$ cat src/rtl/vga_pkg.sv
// Shared definitions for the video output buffer writer.
//   - Default pixel width, FIFO depth and clocks per pixel period.
//   - Writer FSM state encoding.
package vga_pkg;

    localparam int BPP_DEF           = 6;
    localparam int DEPTH_DEF         = 16;
    localparam int CLK_PER_PIXEL_DEF = 4;

    typedef enum logic [1:0] {
        S_WAIT   = 2'd0,
        S_STROBE = 2'd1,
        S_HOLD   = 2'd2
    } state_t;

endpackage

$ cat src/rtl/vbuffer_writer_fifo.sv
// Synchronous FIFO holding pixels between the renderer and the writer FSM.
// Ports:
//   i_clk, i_rst     clock, asynchronous active-high reset
//   i_wr_en/i_wr_data push request and pixel (ignored while full)
//   i_rd_req         pop request; loads o_rd_data with the head, or 0 if empty
//   o_rd_data        registered read data
//   o_full, o_empty  occupancy flags from the pointer registers
//   o_level          occupancy, 0..DEPTH
module vbuffer_writer_fifo
    import vga_pkg::*;
#(
    parameter int BPP   = BPP_DEF,
    parameter int DEPTH = DEPTH_DEF
) (
    input  logic                     i_clk,
    input  logic                     i_rst,
    input  logic                     i_wr_en,
    input  logic [BPP-1:0]           i_wr_data,
    input  logic                     i_rd_req,
    output logic [BPP-1:0]           o_rd_data,
    output logic                     o_full,
    output logic                     o_empty,
    output logic [$clog2(DEPTH):0]   o_level
);

    localparam int AW = $clog2(DEPTH);

    // Pointers carry one extra wrap bit to tell full from empty.
    logic [AW:0]    r_wptr;
    logic [AW:0]    r_rptr;
    logic [BPP-1:0] r_mem [DEPTH];
    logic [BPP-1:0] r_rd_data;
    logic           w_full;
    logic           w_empty;
    logic           w_push;
    logic           w_pop;

    assign w_full  = (r_wptr[AW] != r_rptr[AW]) && (r_wptr[AW-1:0] == r_rptr[AW-1:0]);
    assign w_empty = (r_wptr == r_rptr);
    assign w_push  = i_wr_en && !w_full;
    assign w_pop   = i_rd_req && !w_empty;

    always_ff @(posedge i_clk) begin
        if (w_push) begin
            r_mem[r_wptr[AW-1:0]] <= i_wr_data;
        end
    end

    // Emptiness is judged on registered pointers, so a pixel pushed on the
    // pop cycle is not seen by that pop.
    always_ff @(posedge i_clk or posedge i_rst) begin
        if (i_rst) begin
            r_wptr    <= '0;
            r_rptr    <= '0;
            r_rd_data <= '0;
        end else begin
            if (w_push) begin
                r_wptr <= r_wptr + 1'b1;
            end
            if (i_rd_req) begin
                r_rd_data <= w_empty ? '0 : r_mem[r_rptr[AW-1:0]];
            end
            if (w_pop) begin
                r_rptr <= r_rptr + 1'b1;
            end
        end
    end

    assign o_rd_data = r_rd_data;
    assign o_full    = w_full;
    assign o_empty   = w_empty;
    assign o_level   = r_wptr - r_rptr;

endmodule

$ cat src/rtl/vbuffer_writer.sv
// Pixel-write side of the video output buffer. Buffers renderer pixels and
// issues one ReqWrite pulse per unblanked pixel period; the receiver latches
// DataIn on the falling edge of ReqWrite. An empty FIFO at a pop writes 0 and
// sets the sticky Underrun flag.
// Ports:
//   Clk, Reset            clock (CLK_PER_PIXEL x pixel rate), async active-high reset
//   SrcData/SrcValid/SrcReady  renderer stream handshake
//   Blank                 blanking, suppresses pop and strobe at period start
//   ClrUnderrun           clears Underrun (a new underrun wins)
//   ReqWrite, DataIn      write strobe and zero-extended pixel to the receiver
//   Underrun, Level       sticky underrun flag and FIFO occupancy
module vbuffer_writer
    import vga_pkg::*;
#(
    parameter int BPP           = BPP_DEF,
    parameter int DEPTH         = DEPTH_DEF,
    parameter int CLK_PER_PIXEL = CLK_PER_PIXEL_DEF
) (
    input  logic                   Clk,
    input  logic                   Reset,
    input  logic [BPP-1:0]         SrcData,
    input  logic                   SrcValid,
    output logic                   SrcReady,
    input  logic                   Blank,
    input  logic                   ClrUnderrun,
    output logic                   ReqWrite,
    output logic [7:0]             DataIn,
    output logic                   Underrun,
    output logic [$clog2(DEPTH):0] Level
);

    localparam int            PW         = $clog2(CLK_PER_PIXEL);
    localparam logic [PW-1:0] PHASE_LAST = PW'(CLK_PER_PIXEL - 1);

    logic [PW-1:0]  r_phase;
    state_t         r_state;
    state_t         w_state_next;
    logic           r_underrun;
    logic           w_pop_req;
    logic           w_req_write;
    logic           w_fifo_full;
    logic           w_fifo_empty;
    logic [BPP-1:0] w_rd_data;

    vbuffer_writer_fifo #(
        .BPP   (BPP),
        .DEPTH (DEPTH)
    ) u_fifo (
        .i_clk     (Clk),
        .i_rst     (Reset),
        .i_wr_en   (SrcValid),
        .i_wr_data (SrcData),
        .i_rd_req  (w_pop_req),
        .o_rd_data (w_rd_data),
        .o_full    (w_fifo_full),
        .o_empty   (w_fifo_empty),
        .o_level   (Level)
    );

    // Free-running pixel-period phase.
    always_ff @(posedge Clk or posedge Reset) begin
        if (Reset) begin
            r_phase <= '0;
        end else if (r_phase == PHASE_LAST) begin
            r_phase <= '0;
        end else begin
            r_phase <= r_phase + 1'b1;
        end
    end

    always_ff @(posedge Clk or posedge Reset) begin
        if (Reset) begin
            r_state <= S_WAIT;
        end else begin
            r_state <= w_state_next;
        end
    end

    // ReqWrite decodes straight from the state register so reset drops it
    // without waiting for a clock edge.
    always_comb begin
        w_state_next = r_state;
        w_pop_req    = 1'b0;
        w_req_write  = 1'b0;
        case (r_state)
            S_WAIT: begin
                if ((r_phase == '0) && !Blank) begin
                    w_pop_req    = 1'b1;
                    w_state_next = S_STROBE;
                end
            end
            S_STROBE: begin
                w_req_write  = 1'b1;
                w_state_next = S_HOLD;
            end
            S_HOLD: begin
                if (r_phase == PHASE_LAST) begin
                    w_state_next = S_WAIT;
                end
            end
            default: begin
                w_state_next = S_WAIT;
            end
        endcase
    end

    // A fresh underrun outranks a same-cycle clear.
    always_ff @(posedge Clk or posedge Reset) begin
        if (Reset) begin
            r_underrun <= 1'b0;
        end else if (w_pop_req && w_fifo_empty) begin
            r_underrun <= 1'b1;
        end else if (ClrUnderrun) begin
            r_underrun <= 1'b0;
        end
    end

    // Pixel occupies the low BPP bits of the receiver byte; the rest are 0.
    genvar gi;
    generate
        for (gi = 0; gi < 8; gi++) begin : g_data
            if (gi < BPP) begin : g_px
                assign DataIn[gi] = w_rd_data[gi];
            end else begin : g_pad
                assign DataIn[gi] = 1'b0;
            end
        end
    endgenerate

    assign SrcReady = !w_fifo_full;
    assign ReqWrite = w_req_write;
    assign Underrun = r_underrun;

endmodule
$ cat config.mk
export PLATFORM = sky130hd
export DESIGN_NAME = vbuffer_writer
export DESIGN_NICKNAME = d
export VERILOG_FILES = /design/src/rtl/vga_pkg.sv /design/src/rtl/vbuffer_writer_fifo.sv /design/src/rtl/vbuffer_writer.sv
export SDC_FILE = /design/constraint.sdc
export NUM_CORES = 1
export LEC_CHECK = 0
export BUFFER_PORTS_ARGS = -buffer_cell sky130_fd_sc_hd__buf_2
export CORE_MARGIN = 2
export CORE_UTILIZATION = 30
export DETAILED_ROUTE_END_ITERATION = 6
export PLACE_DENSITY = 0.55
export SLEW_MARGIN = 20
export SYNTH_ARGS = -nofsm -noshare
export SYNTH_HDL_FRONTEND = slang
export SYNTH_SLANG_ARGS = --single-unit
$ cat constraint.sdc
create_clock -name Clk -period 6.6 [get_ports Clk]
set_clock_uncertainty 0.2 [all_clocks]
set_input_delay 1.32 -clock Clk [delete_from_list [all_inputs] [get_ports Clk]]
set_output_delay 1.32 -clock Clk [all_outputs]
set_load 0.02 [all_outputs]
-- After elaboration in Yosys (flattened, before gate mapping)
Memory sizes are Yosys's and may differ from the RTL's.
Cells that the tools add are included.
- bits in registers: 21
- bits in latches: 0
- memory bits (writable): 96
- memory bits (read-only): 0
- bits of input ports: 11
- output and inout port bits: 16
- logic and storage cells: 43
- memories kept: 1
- add/sub/neg operators: 4
- $mul: 0
- divide/modulo/power cells: 0
- magnitude comparators: 0
- equality and inequality tests: 8
- shifts and indexed selects: 0
- mux-type cells: 12
- bitwise logic cells: 0
- reduce and logical (&&, ||, !) cells: 12
- memories (memory ; words ; bits a word ; read ports ; clocked after memory_dff ; wr ports ; line ; RTL):
    u_fifo.r_mem ; 16 ; 6 ; 1 ; 0 ; 1 ; vbuffer_writer_fifo.sv:31 ; logic [BPP-1:0] r_mem [DEPTH];
- operators by type and width (kind ; number):
    5-bit by 1-bit adder with 5-bit output, second input constant ; 2
    1-bit 2-to-1 mux ; 7
    2-bit 2-to-1 mux ; 3
    6-bit 2-to-1 mux ; 1
    2-bit one-hot mux with 3 select lines ; 1
    5-bit equality test ; 1
    1-bit logical AND ; 5
    5-bit subtractor ; 1
    2-bit equality test, second input constant ; 2
    4-bit equality test ; 1
    2-bit logical NOT ; 2
    2-bit inequality test, second input constant ; 2
    1-bit logical NOT ; 3
    2-bit by 1-bit adder with 2-bit output, second input constant ; 1
    2-bit by 1-bit equality test with 1-bit output, second input constant ; 1
    2-bit AND reduction ; 1
    2-bit nonzero test ; 1
    1-bit inequality test ; 1

-- Depth between registers and ports, before layout
Gate-level depths: netlist of the first run.
- word-level depth: 6
- depth in mapped cells: 9
- depth with buffers taken out: 7

-- Hierarchy
A second synthesis of the first run with hierarchy kept.
- cell total of the unflattened synthesis: 275
- area, all modules: 4948.5 µm²
- modules (own cells, without submodules) (module ; times used ; cells each ; area each (µm²)):
    vbuffer_writer_fifo ; 1 ; 253 ; 4703.3
    vbuffer_writer ; 1 ; 22 ; 245.2

-- Least setup slack after synthesis of the first run
Ideal clock, no wire load.
- kind: reg2out
- from: reg u_fifo.r_wptr[0]
- to: out Level[4]
- data arrival time: 1663 ps
- required time: 5080 ps
- slack: 3417 ps
- cell stages (with the launch flop): 8
- buffers on the path: 0
- cell sequence: dfrtp_1 -> inv_1 -> ha_1 -> fa_1 -> inv_1 -> a21o_1 -> a21oi_1 -> xnor2_1
- word-level cells in the longest chain between the ends: 1
- RTL lines (what ; line ; RTL):
    from (decl) ; vbuffer_writer_fifo.sv:29 ; logic [AW:0] r_wptr;
    from (signal assigned) ; vbuffer_writer_fifo.sv:58 ; r_wptr <= r_wptr + 1'b1;
    5-bit subtractor ; vbuffer_writer_fifo.sv:72 ; assign o_level = r_wptr - r_rptr;
    to (decl) ; vbuffer_writer.sv:29 ; output logic [$clog2(DEPTH):0] Level
No other way between the ends.

-- Worst setup path in the final report of the first run
- from: reg u_fifo.r_rptr[0]
- to: out Level[4]
- word-level cells in the longest chain between the ends: 1
- RTL lines (what ; line ; RTL):
    from (decl) ; vbuffer_writer_fifo.sv:30 ; logic [AW:0] r_rptr;
    from (signal assigned) ; vbuffer_writer_fifo.sv:64 ; r_rptr <= r_rptr + 1'b1;
    5-bit subtractor ; vbuffer_writer_fifo.sv:72 ;
No other way between the ends.

==> results_dict.tcl, run 1 <==
set metrics [dict create \
    grt_pass1_vias 2634 \
    p_int_mw 1.91 \
    finalCritPeriodShare_pct 61.3 \
    yosys.cell_count.top_type "edfxtp_1" \
    synth-xor-area-share_pct 2.31 \
    clk_pin_slew_ns 0.05 \
    io_buffers 24 \
    synth_compound_area_share_pct 2.69 \
    cts_max_path_buffers 2 \
    vdd_drop_max_v 0.000319 \
    critPathRequiredTime_ns 5.08 \
    combPwrFrac_pct 30.4 \
    insertion_delay_ns 0.41 \
    synth_top_family_by_area "multiplexers" \
    rsz0062_at_grt "no" \
    yosys_warnings 0 \
    cts_resized 0 \
    worst_path_max_delay_cell "dfrtp_1" \
    maxCapViolations 0 \
    p_sw_mw 0.882 \
    synth_edf_count 96 \
    ys_seq_area_share_pct 69.2 \
    fin_util_pct 36.7 \
    cp-end-kind "output port" \
    postSynthCellCount 275 \
    drtAntennaViolNets 0 \
    tns_ns 0 \
    numCtsBuffers 17 \
    final_layout_size_suffix_gt1_share_pct 25.4 \
    yosysUniqueCellTypes 37 \
    outcome "completed" \
    worst-path-buf-inv 2 \
    synth_top_flop_cell "edfxtp_1" \
    dieArea_um2 17500 \
    maxSlewHeadroom_pct 44.5 \
    dr.pass1.iters 4 \
    synthesis.area_um2 4930 \
    antenna_found_initial 0 \
    cp_slowest_stage_delay_ns 0.88 \
    yosys.area.top_type "edfxtp_1" \
    wirelength_mm 9.49 \
    root_buffer "clkbuf_16" \
    critPathKind "flop to output port" \
    min_period_ns 4.05 \
    ys_ff_latch 117 \
    dp_hpwl_mm 6.17 \
    setup_viol_count_final 0 \
    rows 46 \
    drt_iter0_markers 202 \
    syn_avg_cell_area_um2 17.9 \
    clockPowerShare_pct 33.5 \
    drv_slew 0 \
    wl_per_cell_um 17.6 \
    seqPwrFrac_pct 36.1 \
    viasPerCell 4.55 \
    via_count 2454 \
    coreArea_um2 15900 \
    worst_ep_arrival_time_ns 2.53 \
    reg2regPathDepth 7 \
    syn2layout_area_growth_pct 18.9 \
    synth-simple-area-share_pct 4.88 \
    drc 0 \
    synth_common_cells "edfxtp_1, dfrtp_1, mux4_2" \
    place.gp.congestion 0.771 \
    track_usage_pct 12.0 \
    cp-start-kind "flop" \
    synth.area.mux_share_pct 13.8 \
    die_width_um 132 \
    die_h_um 132 \
    post-cts-setup-buffers 0 \
    initial_core_util_pct 30.9 \
    max_freq_mhz 247 \
    tightest_slew_ns 0.832 \
    cp_max_fo 16 \
    hold_depth 1 \
    hold_viol 0 \
    htreeDepth 4 \
    finalNetCount 333 \
    cts_tree "yes" \
    synth_top_cell_area_share_pct 58.5 \
    grt_max_degree 28 \
    clock_sinks 117 \
    reg2reg_slack_ns 3.21 \
    grt-ovfl-total 0 \
    path_depth 7 \
    power_density_nw_per_um2 476 \
    yosys-top-cells-area "edfxtp_1, dfrtp_1, mux4_2" \
    cts_hold_buffers 0 \
    n_antenna_cell 0 \
    hold_class "flop to flop" \
    crit_family "flip-flops" \
    worstPathCellList "ha_1 > fa_1 > inv_1 > a21o_1 > a21oi_1 > xnor2_1 > buf_2" \
    cellLeakagePower_nw 2.14 \
    boundaryPins 27 \
    ys_async_sr_fraction_pct 17.9 \
    netSwitchingFraction_pct 31.6 \
    grt_pass1_wl_mm 15.2 \
    synthAdderAreaFrac_pct 3.20 \
]
## final cells by class
cell class / count / area, um^2
inverter: 19 / 71.3
clock inverter: 9 / 124
fill: 1491 / 10100
tap: 216 / 270
multi-input combinational: 125 / 1330
sequential: 117 / 3410
timing repair buffer: 30 / 165
clock buffer: 23 / 488
## cell families (layout without fill, tap and decap cells)
family,count (synthesis),count (layout)
other,1,2
DFF,117,117
muxes,36,36
buffers and inverters,34,81
AOI/OAI and AO/OA,16,16
adders and majority gates,12,12
xor gates and xnor gates,13,13
and+or+nand+nor,46,46
## power groups by stage
| stage | combinational, mW | sequential (mW) | clock, mW |
|---|---|---|---|
| after floorplan | 0.660 | 0.986 | 0 |
| after global placement | 0.860 | 1.01 | 0 |
| after detailed placement | 0.859 | 1.02 | 0 |
| after CTS | 0.864 | 1.01 | 0.949 |
| after global routing | 0.933 | 1.02 | 0.987 |
| final | 0.847 | 1.01 | 0.935 |
## state kept, by name, indices dropped and copies added, names as in the netlist
register	cells
u_fifo.o_rd_data	6
u_fifo.r_rptr	5
r_state	2
u_fifo.r_mem	96
Underrun	1
u_fifo.r_wptr	5
r_phase	2
## worst paths after layout
| kind | from | end |
|---|---|---|
| worst max-delay path | u_fifo.r_rptr[0] | Level[4] |
| min in group asynchronous | Reset | u_fifo.o_rd_data[2] |
| worst min-delay path | r_phase[0] | r_phase[0] |
| worst max register to register | u_fifo.r_rptr[1] | u_fifo.r_mem[13][3] |
| max in group asynchronous | Reset | u_fifo.r_wptr[0] |
| worst min register to register | r_phase[0] | r_phase[0] |
## layout by cell type, fill, tap and decap left out, drive strengths merged, types with 2 or more instances in the layout
cell type | netlist | layout
nand2 | 17 | 17
conb | 1 | 2
a21o | 2 | 2
nor2 | 5 | 5
a21oi | 3 | 3
clkinv | 0 | 4
mux2i | 12 | 12
bufinv | 0 | 3
nor4 | 4 | 4
nand4 | 5 | 5
clkinvlp | 0 | 2
buf | 12 | 30
mux4 | 24 | 24
dfrtp | 21 | 21
o21ai | 3 | 3
and3 | 4 | 4
a32o | 6 | 6
nor3b | 2 | 2
inv | 19 | 19
edfxtp | 96 | 96
xor2 | 2 | 2
ha | 11 | 11
and2 | 4 | 4
clkbuf | 3 | 23
xnor2 | 11 | 11
## metal layers
layer / track usage, % / up-vias / part of all wire [%]
met5: 0 / - / 0
met4: 5.50 / 0 / 1.6
met2: 18.1 / 64 / 48
li1: - / 1125 / -
met1: 15.7 / 1253 / 46
met3: 3.92 / 12 / 4.6
## metrics by stage
step | power [mW] | hold WS (ns) | std cells | setup WS (ns) | instance area, um^2
floorplan | 1.65 | 0.230 | 276 | 3.42 | 4930
global placement | 1.87 | 0.242 | 507 | 3.05 | 5250
detailed placement | 1.88 | 0.252 | 507 | 2.97 | 5250
CTS | 2.82 | 0.260 | 539 | 2.51 | 5860
global route | 2.94 | 0.282 | 539 | 2.39 | 5860
finish | 2.79 | 0.262 | 539 | 2.55 | 5860
## worst reg2reg max path: stages (launching register included)
cell and delay, ns:
dfrtp_1 0.37, buf_4 0.46, inv_1 0.13, ha_1 0.35
and4_1 0.24, a21boi_1 0.54, nand3_1 0.22, nor2_1 0.52
(Power assumes the default switching activity.)
==> run 2, diff against run 1 <==
--- a/config.mk
+++ b/config.mk
@@ -9,7 +9,7 @@
 export CORE_MARGIN = 2
 export CORE_UTILIZATION = 30
 export DETAILED_ROUTE_END_ITERATION = 6
-export PLACE_DENSITY = 0.55
+export PLACE_DENSITY = 0.57
 export SLEW_MARGIN = 20
 export SYNTH_ARGS = -nofsm -noshare
 export SYNTH_HDL_FRONTEND = slang
==> constraint.sdc (replaced) <==
create_clock -name Clk -period 3.6 [get_ports Clk]
set_clock_uncertainty 0.2 [all_clocks]
set_input_delay 0.72 -clock Clk [delete_from_list [all_inputs] [get_ports Clk]]
set_output_delay 0.72 -clock Clk [all_outputs]
set_load 0.02 [all_outputs]
==> results_dict.tcl, run 2 (synthesis results as in run 1) <==
set metrics [dict create \
    drtAntennaViolNets 0 \
    die_width_um 132 \
    root_buffer "clkbuf_16" \
    fillers 1492 \
    hold_depth 1 \
    maxSlewHeadroom_pct 45.1 \
    worstReg2RegStart "u_fifo.r_rptr[3]" \
    drv_slew 0 \
    seqCellArea_um2 3410 \
    cp_max_fo 4 \
    dieArea_um2 17500 \
    cts_tree "yes" \
    rows 46 \
    cellLeakagePower_nw 2.15 \
    grt_pass1_wl_mm 15.5 \
    vdd_drop_max_v 0.000550 \
    place.gp.congestion 0.796 \
    critPathRequiredTime_ns 2.68 \
    cp-end-kind "output port" \
    reg2reg_slack_ns 0.86 \
    critPathKind "flop to output port" \
    drt_iter0_markers 192 \
    insertion_delay_ns 0.39 \
    antenna_found_initial 0 \
    boundaryPins 27 \
    grt-ovfl-total 0 \
    multi_input_area_um2 1330 \
    grt_pass1_vias 2735 \
    reg2regPathDepth 7 \
    tns_ns 0 \
    setup_viol_count_final 0 \
    min-delay-start "r_phase[0]" \
    cts_hold_buffers 0 \
    r2r-end "u_fifo.r_mem[12][2]" \
    numCtsBuffers 17 \
    cp-start-kind "flop" \
    power_density_nw_per_um2 875 \
    worst_hold_slack_ns 0.259 \
    syn2layout_area_growth_pct 19.0 \
    final_layout_size_suffix_gt1_share_pct 25.2 \
    cts_resized 0 \
    dr.pass1.iters 4 \
    grt_max_degree 28 \
    max_freq_mhz 329 \
    die_h_um 132 \
    mostFrequentLayoutCells "edfxtp_1, buf_2, dfrtp_1" \
    track_usage_pct 12.0 \
    htreeDepth 4 \
    worst_ep_arrival_time_ns 2.12 \
    maxCapViolations 0 \
    post-cts-setup-buffers 0 \
    io_buffers 24 \
    wl_per_cell_um 17.8 \
    fin_util_pct 36.8 \
    dp_hpwl_mm 6.40 \
    clock_sinks 117 \
    initial_core_util_pct 30.9 \
    largest_reg_flops 96 \
    min_to "r_phase[0]" \
    min_period_ns 3.04 \
    cts_max_path_buffers 2 \
    finalNetCount 336 \
    rsz0062_at_grt "no" \
    coreArea_um2 15900 \
    outcome "completed" \
    via_count 2484 \
    final_common_cell "edfxtp_1" \
    power_mw 5.13 \
    finalCritPeriodShare_pct 84.4 \
    hold_class "flop to flop" \
    tightest_slew_ns 0.822 \
    n_antenna_cell 0 \
    hold_viol 0 \
    clk_pin_slew_ns 0.05 \
    wirelength_mm 9.64 \
    viasPerCell 4.59 \
    drc 0 \
]
-- run 2: how the worst max path moves through the flow --
| stage | from | endpoint |
|---|---|---|
| 3_5_place_dp | u_fifo.r_rptr[3] | u_fifo.r_mem[12][4] |
| 5_1_grt | u_fifo.r_wptr[0] | Level[4] |
| 6_report | u_fifo.r_wptr[0] | Level[4] |
| 3_3_place_gp | u_fifo.r_rptr[3] | u_fifo.r_mem[12][4] |
| 4_1_cts | u_fifo.r_wptr[0] | Level[4] |
| 2_1_floorplan | u_fifo.r_rptr[2] | u_fifo.r_mem[12][0] |
-- run 2: where the power goes --
part           internal [mW]  switching (mW)  total (mW)
Sequential              1.67           0.130        1.80
Combinational          0.687           0.967        1.65
Clock                   1.14           0.536        1.67
Total                   3.49            1.63        5.13
-- run 2: cell type report --
class / count / area share [%]
clock buffers: 18 / 7.32
clock inverters: 13 / 2.80
inverters: 19 / 1.22
multi-input cells: 125 / 22.7
flip-flops and latches: 117 / 58.1
well taps: 216 / 4.61
repair buffers: 33 / 3.20
-- run 2: per-layer routing --
metal | up-vias | track usage, % | wire (um)
li1 | 1135 | - | -
met1 | 1282 | 15.9 | 4670
met3 | 8 | 3.11 | 361
met2 | 59 | 18.3 | 4470
met4 | 0 | 5.86 | 138
met5 | - | 0 | 0
-- run 2: stage by stage --
stage / instance area [um^2] / std cells / setup slack [ns]
2_1_floorplan: 4930 / 276 / 0.895
3_3_place_gp: 5270 / 510 / 0.945
3_5_place_dp: 5270 / 510 / 0.860
4_1_cts: 5860 / 541 / 0.543
5_1_grt: 5860 / 541 / 0.353
6_report: 5860 / 541 / 0.561
-- run 2: critical path, cell delays in order, from the launching register on --
cell	delay [ns]
dfrtp_1	0.38
inv_1	0.12
ha_1	0.22
fa_1	0.40
inv_1	0.08
a21o_1	0.10
a21oi_1	0.07
xnor2_1	0.15
buf_2	0.19
